--- config.mk ---
export PLATFORM = sky130hd
export DESIGN_NAME = exp_series_engine_flat
export DESIGN_NICKNAME = d
export VERILOG_FILES = /design/src/rtl/exp_series_if.sv /design/src/rtl/exp_series_engine.sv /design/src/flat_wrapper.sv
export SDC_FILE = /design/constraint.sdc
export NUM_CORES = 1
export LEC_CHECK = 0
export CORE_MARGIN = 4
export CORE_UTILIZATION = 40
export CTS_CLUSTER_DIAMETER = 30
export DETAILED_ROUTE_END_ITERATION = 6
export SYNTH_ARGS = -nofsm -noshare
export SYNTH_HDL_FRONTEND = slang
export SYNTH_SLANG_ARGS = --single-unit
--- constraint.sdc ---
create_clock -name clk -period 15.4 [get_ports clk]
set_input_delay 2.31 -clock clk [delete_from_list [all_inputs] [get_ports clk]]
set_output_delay 2.31 -clock clk [all_outputs]
set_load 0.1 [all_outputs]
--- src/rtl/exp_series_if.sv ---
// Operand/result bundle for exp_series_engine; master drives the request, slave returns the sum.
// Single-cycle start/done handshake, no backpressure: start is ignored while the engine is busy.
interface exp_series_if #(
   parameter int W         = 16,
   parameter int MAX_TERMS = 8
);
   localparam int TW = $clog2(MAX_TERMS + 1);

   logic          start;
   logic          mode;
   logic [W-1:0]  x;
   logic [W-1:0]  thr;
   logic          busy;
   logic          done;
   logic [W-1:0]  result;
   logic [TW-1:0] terms;
   logic          ovf;

   modport master (
      output start, mode, x, thr,
      input  busy, done, result, terms, ovf
   );

   modport slave (
      input  start, mode, x, thr,
      output busy, done, result, terms, ovf
   );
endinterface

--- src/rtl/exp_series_engine.sv ---
// Truncated Taylor series e^x / e^-x in unsigned Q(W-F).F, three cycles per term.
// Latency 3k cycles for k terms; start is accepted only in IDLE, never queued.
module exp_series_engine #(
   parameter int W         = 16,
   parameter int F         = 8,
   parameter int MAX_TERMS = 8
) (
   input logic        clk,
   input logic        rst,
   exp_series_if.slave bus
);
   localparam int TW = $clog2(MAX_TERMS + 1);
   localparam int RW = 2 ** TW;

   typedef enum logic [2:0] {IDLE, MULX, MULC, ACC, DONE} state_t;

   state_t        state_q;
   logic [W-1:0]  x_q, thr_q, term_q, acc_q, result_q;
   logic          mode_q, busy_q, done_q, ovf_q;
   logic [TW-1:0] n_q, terms_q;

   // c[n] = round(2^F / n); unused index slots read as zero
   logic [W-1:0] coef_rom [RW];
   for (genvar g = 0; g < RW; g++) begin : g_coef
      if (g >= 1 && g <= MAX_TERMS) begin : g_val
         assign coef_rom[g] = W'(((2 ** (F + 1)) / g + 1) / 2);
      end else begin : g_zero
         assign coef_rom[g] = '0;
      end
   end

   logic [W-1:0]   mul_op;
   logic [2*W-1:0] prod, shifted;
   logic [W-1:0]   mul_d;
   logic           mul_ovf;

   always_comb begin
      mul_op  = (state_q == MULX) ? x_q : coef_rom[n_q];
      prod    = {{W{1'b0}}, term_q} * {{W{1'b0}}, mul_op};
      shifted = prod >> F;
      mul_ovf = |shifted[2*W-1:W];
      mul_d   = mul_ovf ? '1 : shifted[W-1:0];
   end

   logic         subtract, acc_ovf, last;
   logic [W:0]   sum;
   logic [W-1:0] acc_d;

   always_comb begin
      subtract = mode_q & n_q[0];
      sum      = {1'b0, acc_q} + {1'b0, term_q};
      if (subtract) begin
         acc_ovf = term_q > acc_q;
         acc_d   = acc_ovf ? '0 : acc_q - term_q;
      end else begin
         acc_ovf = sum[W];
         acc_d   = sum[W] ? '1 : sum[W-1:0];
      end
      last = (term_q <= thr_q) || (n_q == TW'(MAX_TERMS));
   end

   always_ff @(posedge clk or posedge rst) begin
      if (rst) begin
         state_q  <= IDLE;
         x_q      <= '0;
         thr_q    <= '0;
         mode_q   <= 1'b0;
         term_q   <= '0;
         acc_q    <= '0;
         n_q      <= '0;
         ovf_q    <= 1'b0;
         busy_q   <= 1'b0;
         done_q   <= 1'b0;
         result_q <= '0;
         terms_q  <= '0;
      end else begin
         case (state_q)
            IDLE: begin
               if (bus.start) begin
                  x_q     <= bus.x;
                  thr_q   <= bus.thr;
                  mode_q  <= bus.mode;
                  term_q  <= W'(2 ** F);
                  acc_q   <= W'(2 ** F);
                  n_q     <= TW'(1);
                  ovf_q   <= 1'b0;
                  busy_q  <= 1'b1;
                  state_q <= MULX;
               end
            end
            MULX: begin
               term_q  <= mul_d;
               ovf_q   <= ovf_q | mul_ovf;
               state_q <= MULC;
            end
            MULC: begin
               term_q  <= mul_d;
               ovf_q   <= ovf_q | mul_ovf;
               state_q <= ACC;
            end
            ACC: begin
               acc_q <= acc_d;
               ovf_q <= ovf_q | acc_ovf;
               // result is captured here so it is valid during the done cycle
               if (last) begin
                  result_q <= acc_d;
                  terms_q  <= n_q;
                  busy_q   <= 1'b0;
                  done_q   <= 1'b1;
                  state_q  <= DONE;
               end else begin
                  n_q     <= n_q + TW'(1);
                  state_q <= MULX;
               end
            end
            DONE: begin
               done_q  <= 1'b0;
               state_q <= IDLE;
            end
            default: state_q <= IDLE;
         endcase
      end
   end

   assign bus.busy   = busy_q;
   assign bus.done   = done_q;
   assign bus.result = result_q;
   assign bus.terms  = terms_q;
   assign bus.ovf    = ovf_q;
endmodule

--- src/flat_wrapper.sv ---
// flat-port wrapper written by rule: the top's interface ports become plain ports
module exp_series_engine_flat 
#(
   parameter int W         = 16,
   parameter int F         = 8,
   parameter int MAX_TERMS = 8
)
  (clk, rst, bus_start, bus_mode, bus_x, bus_thr, bus_busy, bus_done, bus_result, bus_terms, bus_ovf);
  exp_series_if #(.W(W), .MAX_TERMS(MAX_TERMS)) bus_i ();
  input logic clk;
  input logic rst;
  input wire logic [$bits(bus_i.start)-1:0] bus_start;
  input wire logic [$bits(bus_i.mode)-1:0] bus_mode;
  input wire logic [$bits(bus_i.x)-1:0] bus_x;
  input wire logic [$bits(bus_i.thr)-1:0] bus_thr;
  output wire logic [$bits(bus_i.busy)-1:0] bus_busy;
  output wire logic [$bits(bus_i.done)-1:0] bus_done;
  output wire logic [$bits(bus_i.result)-1:0] bus_result;
  output wire logic [$bits(bus_i.terms)-1:0] bus_terms;
  output wire logic [$bits(bus_i.ovf)-1:0] bus_ovf;
  assign bus_i.start = bus_start;
  assign bus_i.mode = bus_mode;
  assign bus_i.x = bus_x;
  assign bus_i.thr = bus_thr;
  assign bus_busy = bus_i.busy;
  assign bus_done = bus_i.done;
  assign bus_result = bus_i.result;
  assign bus_terms = bus_i.terms;
  assign bus_ovf = bus_i.ovf;
  exp_series_engine #(.W(W), .F(F), .MAX_TERMS(MAX_TERMS)) u_core (.clk(clk), .rst(rst), .bus(bus_i));
endmodule
# == Word-level counts from Yosys, hierarchy flattened ==
# Memory sizes are Yosys's and may differ from the RTL's.
# Index checks and enable logic that the tools add are counted.
# totals
ram_bits,0
latchBits,0
romBits,256
memories,1
regBits,95
output_inout_bits,23
elab_cells,72
# mem_list
name,words,word_bits,read_ports,rd_clocked_by_memory_dff,wr,line_no,rtl
(name not given),16,16,1,0,0,exp_series_engine.sv:38,mul_op = (state_q == MULX) ? x_q : coef_rom[n_q];
# op_classes
n_eq_ne,8
order_cmp,3
add_sub_neg,3
n_div,0
n_bitwise,4
n_mux,24
n_reduce_logical,16
mul,1
shift,0
# ops
cell,n
$mux 16,8
$pmux 16 s2,2
$mul 16x16->32,1
$add 16x16->17,1
$gt 16x16->1,1
$le 16x16->1,1
$sub 16x16->16,1
$pmux 3 s4,1
$reduce_and 2->1,6
$mux 4,2
$pmux 4 s2,1
$reduce_or 8->1,1
$eq 3x2->1 const B,2
$mux 3,2
$reduce_and 3->1,2
$reduce_bool 2->1,3
$ge 5x5->1 const B,1
$mux 1,5
$not 4->5,1
$add 4x1->4 const B,1
$eq 4x4->1 const B,1
$ne 2x2->1 const B,2
$pmux 1 s2,2
$eq 3x1->1 const B,1
9 further kinds,10

# == Longest topological paths before layout ==
# Gate-level depths: netlist of the first run.
# logic_depth
ltp_word,9
ltp_mapped,30

# == Least setup slack after synthesis of the first run ==
# Ideal clock, no wire load.
# synth_timing
path_kind,register to register
from,register u_core.state_q[1]
to,register u_core.term_q[8]
path_slack_ns,8.032
path_buffers,5
stages_incl_launch_ff,30
setup_time_ns,0.160
arrival_time_ns,7.208
path_cell_list,dfrtp_1 clkbuf_1 nor3b_4 clkbuf_1 nand2_1 o21ai_1 clkbuf_1 nand2_1 fa_1 inv_1 fa_1 inv_1 fa_1 inv_1 fa_1 fa_1 inv_1 fa_1 inv_1 ha_1 clkbuf_1 nand3_1 or3b_2 nand3_1 o22a_1 a41oi_2 xnor2_1 a2111oi_4 buf_6 a32oi_1
# synth_via
elab_chain_cells,6
elab_cells_between_ends,12
cone_classes,1 x mul; 3 x eq/ne; 3 x mux; 5 x reduce/logical
# synth_rtl
element,line_no,rtl
start: declaration,exp_series_engine.sv:17,state_t state_q;
start signal: assignment,exp_series_engine.sv:64,state_q <= IDLE;
start signal: assignment,exp_series_engine.sv:88,state_q <= MULX;
start signal: assignment,exp_series_engine.sv:94,state_q <= MULC;
$eq 3x1->1,"exp_series_engine.sv:38, exp_series_engine.sv:77",
$mux 16,exp_series_engine.sv:38,
$mul 16x16->32,exp_series_engine.sv:39,"prod = {{W{1'b0}}, term_q} * {{W{1'b0}}, mul_op};"
$reduce_or 8->1,exp_series_engine.sv:41,mul_ovf = |shifted[2*W-1:W];
$mux 16,exp_series_engine.sv:42,mul_d = mul_ovf ? '1 : shifted[W-1:0];
$pmux 16 s2,exp_series_engine.sv:77,case (state_q)
end signal: assignment,exp_series_engine.sv:83,term_q <= W'(2 ** F);
end signal: assignment,exp_series_engine.sv:92,term_q <= mul_d;
end signal: assignment,exp_series_engine.sv:97,term_q <= mul_d;
end: declaration,exp_series_engine.sv:18,"logic [W-1:0] x_q, thr_q, term_q, acc_q, result_q;"
# Parallel ways exist; a longest one is shown, timed or not.
# A chain may end at the register's enable or synchronous reset.

# == Worst setup path after layout of the first run ==
# layout_timing
from,register u_core.state_q[1]
to,register u_core.term_q[0]
# Same word-level chain as after synthesis.

==> metrics, run 1 <==
final hold viol count 0; Hold Buf Count CTS 0; crit-path max FO 64; chip height 200 µm; fin crit period 8.24 ns; CP Class register to register; clock sink count 95; Residual DRC 0; Tcrit/Tclk final 53.5%; Worst Tran Pin Value 1.21 ns; post-route cell area 16200 µm²; vias in the first global route 12261; Worst EP required 15.58 ns; # Post-CTS Setup Buffers 0; Post-synth EDFFs 0; DP Worst Slack 7.27 ns; top post-synthesis cells by area fa_1 (26%), dfrtp_1 (16%), ha_1 (13%); Syn Std Cell Area 14800 µm²; sequential cell area fraction in the yosys report 16.1%; most common cell after layout, fill and taps aside inv_1; Cells after Synth 1698; synth unique cells 74; asr flop ratio synth 100%; Skew-Pair Late Insertion Delay 0.36 ns; unrepaired setup endpoints after global routing no; #FFs+latches synth 95; Num CTS Buffers 9; Relative slew margins 18.6%; hold slack final 0.502 ns; endpoints failing setup 0; final antenna-violating net count 0; Arr. time, crit path 8.42 ns; Post-Place Cell Area 15800 µm²; vias per cell 5.49; Vias 11966; worst hold path type register to register; fin nets 2092; post_cts resized 0; post-DP HPWL 31.2 mm; layout cells sized above 1 5.44%; setup TNS 0 ns; die width 200 µm; remaining global-route overflow 0; first-pass GRT wire length 67.3 mm; syn avg cell area 8.72 µm²; worst r2r src u_core.state_q[1]$_DFFE_PP0P_; commonest cells after routing, fill and taps aside inv_1 (308), fa_1 (195), nand2_1 (182); port bufs 58; clock skew 0.00896 ns; I/O Pins 59; routed wire length per instance 19.0 µm; leading area contributor after synthesis fa_1; CTS tree done; final worst slack 7.16 ns; area of the core 36500 µm²; CP Launch Point u_core.state_q[1]$_DFFE_PP0P_; iteration count of the initial detailed-routing pass 5; area grow syn2layout 9.33%; crit start category register; die area 40200 µm²; status finished clean; H-tree Lvls 3; routed wire length 41.5 mm; clock-pin slew on the worst setup and hold paths 0.08 ns; syn nets 2085; post-synth top area share 26.4%; DR iter-0 viols 831; Setup crit end kind register; gr usage total 20.8%; clk root buf clkbuf_16; max-slew violations 0; # Max-Cap Violations 0; YS warnings 0; largest net degree at the start of global routing 75; hold wc startpoint u_core.bus.busy$_DFFE_PP0P_; Initial Utilization 40.5%; # rows 70; RePlAce Congestion 0.891; antenna violations before repair 2; clk buf depth 2; main flop type after synthesis dfrtp_1; maximum clock rate 121 MHz
-- worst max-delay path, stage by stage, from the launching register on --
cell and delay (ns):
dfrtp_1 0.48, nor3b_4 0.24, buf_4 0.46, nand2_1 0.13
o21ai_2 0.37, nand2_1 0.19, fa_1 0.57, inv_1 0.05
fa_1 0.50, inv_1 0.06, fa_1 0.54, inv_1 0.05
fa_1 0.39, fa_1 0.51, inv_1 0.05, fa_1 0.47
inv_1 0.04, ha_1 0.39, nand3_1 0.17, nor2_1 0.19
nor4b_1 0.28, a32o_1 0.31, o211ai_1 0.12, a21boi_0 0.21
o2111ai_1 0.23, a2111oi_4 0.81, a41oi_1 0.25
-- cells in the mapped netlist, types with 4 or more instances --
cell type and count:
o21ai_0 69, o221ai_1 7, o31a_1 4, mux2i_1 7, a21oi_1 91, nand2b_1 15
a31oi_1 5, nor3_1 10, a211oi_1 9, o21bai_1 12, and2_1 67, nor2_1 64
a41oi_1 14, or3_1 4, o21a_1 6, o211ai_1 7, mux2_2 28, nand3_1 24
a22o_1 7, nor4_1 5, o21ai_1 4, xnor2_1 16, a21o_1 24, and3_1 78
a211o_1 4, nor2b_1 4, fa_1 195, inv_1 309, clkbuf_1 87, or2_2 7
xor2_1 7, nand4_1 4, o31ai_1 12, nand2_1 182, dfrtp_1 95, ha_1 156
-- final cells by class --
| cell class | count | area (µm²) |
|---|---|---|
| diodes | 1 | 2.50 |
| clock buffers | 11 | 253 |
| clock inverters | 5 | 86.3 |
| fillers | 3559 | 20300 |
| inverters | 310 | 1170 |
| multi-input cells | 1203 | 10900 |
| flip-flops and latches | 95 | 2380 |
| well taps | 468 | 586 |
| repair buffers | 86 | 791 |
-- state kept, by name, summed over array words and instances (netlist names) --
name	cells
u_core.bus.busy	1
u_core.thr_q	16
u_core.term_q	16
u_core.bus.ovf	1
u_core.bus.result	16
u_core.n_q	4
u_core.bus.terms	4
u_core.x_q	16
u_core.mode_q	1
u_core.acc_q	16
u_core.state_q	3
u_core.bus.done	1
-- cell families (layout without fill, tap and decap cells) --
| kind of cell | Yosys count | count (layout) | share of synthesized area [%] |
|---|---|---|---|
| AND/OR/NAND/NOR | 480 | 480 | 16.1 |
| XOR/XNOR | 23 | 23 | 1.36 |
| flip-flops | 95 | 95 | 16.1 |
| adder cells (fa/ha/maj) | 351 | 351 | 39.5 |
| AO/OA/AOI/OAI | 314 | 314 | 14.1 |
| other | 0 | 1 | 0 |
| multiplexers | 35 | 35 | 2.60 |
| buffers and inverters | 400 | 412 | 10.2 |
-- path summary, 6_finish.rpt --
kind                                                    end  slack [ns]  cells after the start
setup / recovery               u_core.term_q[0]$_DFFE_PP0P_        7.16                     26
hold reg to reg                 u_core.bus.busy$_DFFE_PP0P_        0.50                      2
setup reg to reg               u_core.term_q[0]$_DFFE_PP0P_        7.16                     26
max in group asynchronous  u_core.bus.result[3]$_DFFE_PP0P_       11.89                      3
hold / removal                  u_core.bus.busy$_DFFE_PP0P_        0.50                      2
min in group asynchronous       u_core.thr_q[7]$_DFFE_PP0P_        2.26                      2
-- metal layers --
metal / GRT usage (%) / vias up / part of all wire (%)
met2: 33.9 / 341 / 47
met1: 29.1 / 6012 / 45
met4: 5.43 / 0 / 2.9
met5: 0 / - / 0
li1: - / 5543 / -
met3: 3.39 / 70 / 5.4
-- through the flow --
stage | instances | util, %
final | 2179 | 44.3
after global routing | 2178 | 44.3
after global placement | 2162 | 43.4
after detailed placement | 2162 | 43.4
after CTS | 2178 | 44.3
after floorplan | 1698 | -
Power of run 1 is not shown: default switching activity piles up to over one toggle a cycle in this logic, so the estimate is an artifact.
==> run 2, diff against run 1 <==
Clock period 15.4 ns to 7.78 ns, I/O delays scaled along.
==> metrics, run 2 (synthesis results as in run 1) <==
clk root buf clkbuf_16 (unchanged); final hold viol count 0 (unchanged); clock skew 0.00954 ns (was 0.00896 ns); clock-pin slew on the worst setup and hold paths 0.08 ns (about the same); DR iter-0 viols 959 (was 831); RePlAce Congestion 0.908 (was 0.891); Tcrit/Tclk final 94.4% (was 53.5%); Arr. time, crit path 7.53 ns (was 8.42 ns); Residual DRC 0 (unchanged); commonest cells after routing, fill and taps aside inv_1 (307), fa_1 (195), nand2_1 (182) (was inv_1 (308), fa_1 (195), nand2_1 (182)); maximum clock rate 136 MHz (was 121 MHz); I/O Pins 59 (unchanged); clock sink count 95 (unchanged); Post-Place Cell Area 16000 µm² (was 15800 µm²); Vias 12127 (was 11966); routed wire length 42.1 mm (was 41.5 mm); most common cell after layout, fill and taps aside inv_1 (unchanged); GR peak layer met2 (unchanged); final antenna-violating net count 0 (unchanged); Setup crit end kind register (unchanged); remaining global-route overflow 0 (unchanged); cell with the most instances on the worst path fa_1 (unchanged); Global Route met2 Usage 36.1% (was 33.9%); met3 GRT Util 2.36% (was 3.39%); iteration count of the initial detailed-routing pass 5 (unchanged); endpoints failing setup 0 (unchanged); chip height 200 µm (unchanged); final std cells w/o fill 2210 (was 2179); post-DP HPWL 32.3 mm (was 31.2 mm); layout cells sized above 1 7.52% (was 5.44%); Layout Utilization 45.1% (was 44.3%); clk buf depth 2 (unchanged); largest net degree at the start of global routing 76 (was 75); diode count 0 (was 1); die area 40200 µm² (unchanged); port bufs 58 (unchanged); R2R Setup Slk 0.43 ns (was 7.16 ns); vias in the first global route 12781 (was 12261); hold slack final 0.508 ns (was 0.502 ns); CP Class register to register (unchanged); max-slew violations 0 (unchanged); # Max-Cap Violations 0 (unchanged); met1 usage 29.2% (was 29.1%); slowest stage cell, crit path fa_1 (was a2111oi_4); fin nets 2124 (was 2092); Worst Tran Pin Value 1.28 ns (was 1.21 ns); worst hold path type register to register (unchanged); slowest stage delay, CP 0.55 ns (was 0.81 ns); crit start category register (unchanged); Initial Utilization 40.5% (unchanged); CTS tree done (unchanged); multi-input logic area 10900 µm² (about the same); storage element area 2380 µm² (about the same); H-tree Lvls 3 (unchanged); routed wire length per instance 19.1 µm (was 19.0 µm); fin crit period 7.35 ns (was 8.24 ns); antenna violations before repair 1 (was 2); Skew-Pair Late Insertion Delay 0.36 ns (about the same); Placed Cells 2184 (was 2162); area grow syn2layout 11.1% (was 9.33%); vias per cell 5.49 (about the same); Worst Path Buf+Inv 7 (was 6); gr usage total 21.2% (was 20.8%); critical path's top delay family adder cells (unchanged); Relative slew margins 14.3% (was 18.6%); area of the core 36500 µm² (unchanged); status finished clean (unchanged); Worst EP required 7.96 ns (was 15.58 ns); first-pass GRT wire length 69.1 mm (was 67.3 mm); Num CTS Buffers 9 (unchanged); post-route cell area 16500 µm² (was 16200 µm²); crit-path max FO 75 (was 64); # rows 70 (unchanged); FILL cells 3526 (was 3559); die width 200 µm (unchanged)
## run 2: repair_timing
| action | CTS | global route |
|---|---|---|
| gates resized for setup | 0 | 8 |
| setup endpoints to repair | 0 | 17 |
| hold buffers | 0 | 0 |
| buffers inserted | 0 | 10 |
| hold endpoints to repair | 0 | 0 |
## run 2: metal layers
metal,wire (µm),up-vias
met1,18800,6129
met5,0,-
met3,1830,68
met2,20500,322
met4,1080,0
li1,-,5608
## run 2: layout make-up
cell class / count / area share (%)
repair buffers: 118 / 6.59
flip-flops and latches: 95 / 14.5
multi-input cells: 1203 / 66.5
clock inverters: 7 / 0.418
inverters: 310 / 7.09
well taps: 468 / 3.56
clock buffers: 9 / 1.37
## run 2: final timing paths
path	startpoint	end	cells after the start
setup / recovery	u_core.state_q[1]$_DFFE_PP0P_	u_core.term_q[8]$_DFFE_PP0P_	25
hold / removal	u_core.bus.result[5]$_DFFE_PP0P_	u_core.bus.result[5]$_DFFE_PP0P_	1
setup reg to reg	u_core.state_q[1]$_DFFE_PP0P_	u_core.term_q[8]$_DFFE_PP0P_	25
hold reg to reg	u_core.bus.result[5]$_DFFE_PP0P_	u_core.bus.result[5]$_DFFE_PP0P_	1
max in group asynchronous	rst	u_core.n_q[2]$_DFFE_PP0P_	3
min in group asynchronous	rst	u_core.bus.busy$_DFFE_PP0P_	2
## run 2: per-stage QoR
stage               TNS (ns)  setup slack (ns)
floorplan                  0             0.412
global placement           0             0.391
detailed placement         0             0.195
CTS                        0             0.144
global route        -0.00844          -0.00775
finish                     0             0.432
Power of run 2 is left out for the same reason.
